$ cat config.mk
export PLATFORM = sky130hd
export DESIGN_NAME = video_dram_port
export DESIGN_NICKNAME = d
export VERILOG_FILES = /design/src/rtl/video_dram_port_pkg.sv /design/src/rtl/video_addr_ctr.sv /design/src/rtl/video_dram_port.sv
export SDC_FILE = /design/constraint.sdc
export NUM_CORES = 1
export LEC_CHECK = 0
export CORE_ASPECT_RATIO = 0.5
export CORE_UTILIZATION = 45
export CTS_CLUSTER_DIAMETER = 40
export CTS_CLUSTER_SIZE = 40
export DETAILED_ROUTE_END_ITERATION = 16
export HOLD_SLACK_MARGIN = 0.15
export PLACE_DENSITY = 0.74
export SLEW_MARGIN = 40
export SYNTH_ARGS = -nofsm -noshare
export SYNTH_HDL_FRONTEND = slang
export SYNTH_SLANG_ARGS = --single-unit
export TNS_END_PERCENT = 100
$ cat constraint.sdc
create_clock -name clk -period 2.7 [get_ports clk]
set_input_delay 0.405 -clock clk [delete_from_list [all_inputs] [get_ports clk]]
set_output_delay 0.405 -clock clk [all_outputs]
set_load 0.005 [all_outputs]
$ cat src/rtl/video_dram_port_pkg.sv
// video_dram_port_pkg: shared constants for the video DRAM port
// Holds the default DRAM word-address width, the bandwidth-select encodings
// and the slot-counter masks used to pick video-owned DRAM cycles.
package video_dram_port_pkg;
   localparam int DRAM_AW = 21;
   localparam logic BW_EIGHTH = 1'b0;
   localparam logic BW_QUARTER = 1'b1;
   localparam logic [2:0] SLOT_MASK_8 = 3'b111;
   localparam logic [2:0] SLOT_MASK_4 = 3'b011;
   function automatic logic [2:0] slot_mask(input logic bw);
      return (bw == BW_QUARTER) ? SLOT_MASK_4 : SLOT_MASK_8;
   endfunction
endpackage

$ cat src/rtl/video_addr_ctr.sv
// video_addr_ctr: frame word-address counter with load and modulo-2^AW increment
// Ports: clk, rst (sync, active-high), load/base (frame reload, wins over inc),
// inc (advance one word), addr (current word address).
module video_addr_ctr
   import video_dram_port_pkg::*;
#(
   parameter int AW = DRAM_AW
) (
   input  logic          clk,
   input  logic          rst,
   input  logic          load,
   input  logic          inc,
   input  logic [AW-1:0] base,
   output logic [AW-1:0] addr
);
   always_ff @(posedge clk)
      if (rst) addr <= '0;
      else if (load) addr <= base;
      else if (inc) addr <= addr + AW'(1);
endmodule

$ cat src/rtl/video_dram_port.sv
// video_dram_port: video-side DRAM arbiter port issuing sequential reads at 1/8 or 1/4 bandwidth
// Ports: clk, rst (sync, active-high); cend/pre_cend DRAM cycle strobes;
// video_go, frame_start, video_base, bw_quarter from the fetcher side;
// dram_video_cycle, cpu_slot_free, dram_addr ownership/address outputs;
// dram_rdata/dram_rvalid read return; video_data/video_strobe to fetcher;
// overrun_err sticky flag for a read issued while the previous one is outstanding.
module video_dram_port
   import video_dram_port_pkg::*;
#(
   parameter int AW = DRAM_AW,
   parameter int DW = 16
) (
   input  logic          clk,
   input  logic          rst,
   input  logic          cend,
   input  logic          pre_cend,
   input  logic          video_go,
   input  logic          frame_start,
   input  logic [AW-1:0] video_base,
   input  logic          bw_quarter,
   output logic          dram_video_cycle,
   output logic          cpu_slot_free,
   output logic [AW-1:0] dram_addr,
   input  logic [DW-1:0] dram_rdata,
   input  logic          dram_rvalid,
   output logic [DW-1:0] video_data,
   output logic          video_strobe,
   output logic          overrun_err
);
   logic [2:0]    slot_ctr;
   logic          own_next;
   logic          pending;
   logic          issue;
   logic          deliver;
   logic [AW-1:0] vaddr;
   assign issue = cend & own_next;
   assign deliver = dram_rvalid & pending;
   assign cpu_slot_free = ~dram_video_cycle;
   video_addr_ctr #(.AW(AW)) u_addr_ctr (
      .clk  (clk),
      .rst  (rst),
      .load (frame_start),
      .inc  (issue),
      .base (video_base),
      .addr (vaddr)
   );
   always_ff @(posedge clk)
      if (rst) begin
         slot_ctr         <= '0;
         own_next         <= 1'b0;
         pending          <= 1'b0;
         dram_video_cycle <= 1'b0;
         dram_addr        <= '0;
         video_data       <= '0;
         video_strobe     <= 1'b0;
         overrun_err      <= 1'b0;
      end else begin
         if (cend) begin
            slot_ctr         <= video_go ? slot_ctr + 3'd1 : 3'd0;
            dram_video_cycle <= own_next;
         end
         // slot_ctr is 0 whenever video_go was low, so the first decision in a window claims the cycle
         if (pre_cend) own_next <= video_go & ((slot_ctr & slot_mask(bw_quarter)) == 3'd0);
         // a new issue keeps pending set even if the previous word returns on the same clk
         if (issue) begin
            dram_addr <= vaddr;
            pending   <= 1'b1;
            if (pending & ~dram_rvalid) overrun_err <= 1'b1;
         end else if (dram_rvalid) pending <= 1'b0;
         video_strobe <= deliver;
         if (deliver) video_data <= dram_rdata;
      end
endmodule

# After elaboration in Yosys (flattened, before gate mapping)

Index checks and enable logic that the tools add are counted.

Add/sub/neg operators: 2
Mux-type cells: 6
Bitwise gates (word level): 7
Reductions and logical operators: 4

Operators by type and width:

| operator                | count |
|---|---|
| $mux W21                | 2 |
| $add A21 B1 Y21 const B | 1 |
| $mux W3                 | 2 |
| $and A1 B1 Y1           | 4 |
| $reduce_bool A2 Y1      | 2 |
| $add A3 B1 Y3 const B   | 1 |
| $and A3 B3 Y3           | 1 |
| $logic_not A3 Y1        | 1 |
| $mux W1                 | 2 |
| $not A1 Y1              | 2 |
| $reduce_and A2 Y1       | 1 |

Flip-flop bits (word level): 66
Bits of input ports: 45
Output and inout bits: 41
Logic and storage cells: 28

# Longest topological paths before layout

Depth after elaboration: 4
Gate-level depth with buffers: 6
Depth with buffers taken out: 5

# Cells and area by module

Synthesis repeated with hierarchy kept, for this count alone.

Cell total of the unflattened synthesis: 355
Area total of the unflattened synthesis: 2877.8 µm²

By module, submodules not included:

| module          | instances | cells an instance | area an instance (µm²) | seq. area each (µm²) |
|---|---|---|---|---|
| video_dram_port | 1         | 198               | 1612.8                 | 900.9 |
| video_addr_ctr  | 1         | 157               | 1265.0                 | 420.4 |

# Least setup slack after synthesis

Ideal clock, no wire load.

Kind: flip-flop to flip-flop
From: register u_addr_ctr.addr[3]
To: register u_addr_ctr.addr[19]
Setup time: 0.122 ns
Arrival time: 1.587 ns
Required time: 2.578 ns
Path slack: 0.991 ns
Stages on the path, launching flop included: 5
Path buffers: 0
Clock period less this slack: 1.709 ns
Path through: dfxtp_1 -> nand4_4 -> or4_4 -> mux2i_1 -> a311o_1

Cells in the longest elaborated chain, start to end: 3

Ends and longest elaborated chain:

| element                | RTL line             | RTL |
|---|---|---|
| start, declared        | video_addr_ctr.sv:14 | `output logic [AW-1:0] addr` |
| start signal, assigned | video_addr_ctr.sv:18 | `else if (load) addr <= base;` |
| start signal, assigned | video_addr_ctr.sv:19 | `else if (inc) addr <= addr + AW'(1);` |
| $add A21 B1 Y21        | video_addr_ctr.sv:19 |  |
| $mux W21               | video_addr_ctr.sv:19 |  |
| $mux W21               | video_addr_ctr.sv:18 |  |

Every way passes these cells. The select of a mux whose other input is x is not followed.
A chain may end at the register's enable or synchronous reset.

# Worst setup path in the final report

From: register u_addr_ctr.addr[0]
To: register u_addr_ctr.addr[14]

The elaborated chain is that of the path after synthesis.

==> flow_metrics.py <==
metrics = {
    "outcome": {
        "status": "completed",
    },
    "placed_design": {
        "dpl.hpwl_mm": 5.18,
        "dpl_cell_area_um2": 3810,
        "dp.cells": 517,
        "io_buffers": 85,
        "dp_slack_ps": 502,
        "place_congestion": 0.869,
    },
    "grt": {
        "grt_pass1_wl_mm": 11.6,
        "grt_max_degree": 53,
        "grt_pass1_vias": 2482,
        "grt_overflow": 0,
        "antenna_found_initial": 0,
        "grt_use_total_pct": 22.9,
    },
    "drt": {
        "wl_mm": 7.37,
        "drtPass1Iterations": 4,
        "wire_per_inst_um": 13.8,
        "ant_nets": 0,
        "via_per_inst": 5.27,
        "drt_iter0_markers": 225,
        "num_vias": 2810,
        "drcViolationCount": 0,
    },
    "clock_network": {
        "cts_sinks": 66,
        "clk_latency_ps": 330,
        "post_cts_buffers": 0,
        "hold_buffers": 0,
        "root_buffer": "clkbuf_16",
        "cts.htree.levels": 3,
        "cts_buffers": 9,
        "cts_tree": "done",
        "cts_resized": 0,
        "clkTransAtPathRegs_ps": 50,
        "clk_path_buf_depth": 2,
    },
    "layout": {
        "fin_area_um2": 4080,
        "syn_to_final_growth_pct": 40.7,
        "drive_gt1_share_pct": 6.07,
        "layout.cells.non_filler": 533,
        "final_nets": 488,
        "fin_util_pct": 66.3,
        "antenna_cells": 0,
    },
    "synthesis": {
        "netlist_top_cells_area": "dfxtp_1, nand2_1, a21oi_1, nand3_1, a211oi_1",
        "synth_edf_count": 0,
        "ys.flop_type": "dfxtp_1",
        "synth_area_um2": 2900,
        "syn_inst": 361,
        "synth_area_per_cell_um2": 8.04,
        "yosys_register_bits": 66,
        "synth_top_area_share_pct": 45.5,
        "async_flop_share_pct": 0,
        "ys_seq_area_share_pct": 45.5,
        "synth_cell_types": 42,
        "ys_warn_count": 0,
        "synth_top_cell_by_area": "dfxtp_1",
        "synth_nets": 409,
    },
    "worst_setup_path": {
        "cp-endpoint": "u_addr_ctr.addr[14]$_SDFFE_PP0P_",
        "cp_max_fo": 6,
        "r2r_end": "u_addr_ctr.addr[14]$_SDFFE_PP0P_",
        "rr_startpoint": "u_addr_ctr.addr[0]$_SDFFE_PP0P_",
        "required_ps": 2890,
        "crit_arrival_ps": 2130,
        "endpoint_kind": "flip-flop",
        "startpoint": "u_addr_ctr.addr[0]$_SDFFE_PP0P_",
        "cp-start-kind": "flip-flop",
        "rrSetupSlack_ps": 760,
        "r2r.worst_path.cells": 5,
        "critical_path_class": "flip-flop to flip-flop",
    },
    "timing": {
        "tns_ps": 0,
        "rsz0062_at_grt": "no",
        "relSlewSlack_pct": 63.2,
        "drv_slew": 0,
        "period_share_pct": 71.7,
        "finalHoldViolCount": 0,
        "fmax_mhz": 516,
        "fin_crit_ps": 1940,
        "setup_violations": 0,
        "finalClockSkew_ps": 3.73,
        "worst_slack_ps": 763,
        "worst_pin_slew_ps": 553,
    },
    "die": {
        "die_w_um": 116,
        "pin_count": 86,
        "die_h_um": 58.8,
        "start_util_pct": 47.1,
        "core-area_um2": 6160,
        "row_count": 20,
        "dieArea_um2": 6790,
    },
    "min_path": {
        "hold_path.class": "flip-flop to flip-flop",
        "worst_hold_path.num_cells": 2,
    },
    "run": {
        "max_cap_viol_count": 0,
    },
    "pwr": {
        "vdd_ir_drop_max_v": 0.000377,
        "powerDensity_nw_per_um2": 565,
        "leakagePower_nw": 1.39,
    },
}
[registers in the layout, indices dropped and copies added (netlist names)]
name              count
dram_video_cycle      1
video_data           16
video_strobe          1
own_next              1
dram_addr            21
overrun_err           1
slot_ctr              3
pending               1
u_addr_ctr.addr      21
[layer usage]
layer	global-route usage [%]	part of all wire [%]	vias up
met5	0	0	-
met4	9.83	1.5	0
met3	8.03	8.4	12
met2	36.4	45	110
met1	28.5	45	1276
li1	-	-	1412
[kinds of logic after synthesis]
family / after synthesis / synth area share [%]
compound gates: 74 / 15.4
xor+xnor: 11 / 3.32
fa+ha+maj: 3 / 1.29
buf+inv: 32 / 4.44
flops: 66 / 45.5
mux: 4 / 1.38
simple gates: 171 / 28.6
[where the power goes]
group	internal (mW)	switching (mW)
logic	0.111	0.0835
clock network	0.644	0.411
registers	1.01	0.0489
total	1.76	0.544
[cell type report]
type	instances	area [µm²]
Fill cell	534	2070
Multi-Input combinational cell	263	1450
Timing Repair Buffer	91	891
Clock inverter	4	27.5
Tap cell	88	110
Inverter	9	33.8
Sequential cell	66	1320
Clock buffer	12	246
[worst min path at each step]
stage	from	end	slack, ps
after floorplan	dram_addr[0]$_SDFFE_PP0P_	dram_addr[0]$_SDFFE_PP0P_	450
after global placement	video_data[8]$_SDFFE_PP0P_	video_data[8]$_SDFFE_PP0P_	440
after detailed placement	video_data[8]$_SDFFE_PP0P_	video_data[8]$_SDFFE_PP0P_	450
after CTS	rst	u_addr_ctr.addr[6]$_SDFFE_PP0P_	450
after global routing	video_data[5]$_SDFFE_PP0P_	video_data[5]$_SDFFE_PP0P_	480
final	video_data[8]$_SDFFE_PP0P_	video_data[8]$_SDFFE_PP0P_	450
[Yosys cell counts, drive strengths merged (2+ instances only)]
library cell,count
clkbuf,18
a21oi,48
mux2i,4
nand4,8
and3,3
a311o,3
a211oi,10
xor2,4
nor4,9
and4,4
nor3,7
and2,2
nand2b,7
or4,4
inv,9
ha,3
nor2,18
nand2,90
dfxtp,66
o21ai,3
buf,5
xnor2,7
nand3,17
[critical path, stage by stage, from the launching register on]
cell and delay [ps]:
dfxtp_1 450, ha_1 220, nand3_1 250, nor4_1 390
nor3_1 80, a2111oi_0 420
[cells in the final DEF, fill, tap and decap left out, types with 2 or more instances in the layout]
master,instances
a21oi_1,48
nand4_1,6
clkbuf_1,2
clkbuf_16,9
mux2i_1,4
and3_1,3
nor4_1,8
and2_1,2
nor2_1,18
nand2b_1,7
nor3_1,7
ha_1,3
dfxtp_1,66
xnor2_1,7
a311o_1,3
clkinvlp_4,3
nand3_1,17
buf_4,6
o21ai_0,3
nand2_1,90
xor2_1,4
a211oi_1,10
clkdlybuf4s50_1,84
and4_1,3
inv_1,9
or4_1,3
[through the flow]
step / power, mW / hold slack [ps]
2_1_floorplan: 1.16 / 453
3_3_place_gp: 1.26 / 442
3_5_place_dp: 1.27 / 448
4_1_cts: 2.33 / 450
5_1_grt: 2.40 / 475
6_report: 2.31 / 450
(Power assumes the default switching activity.)
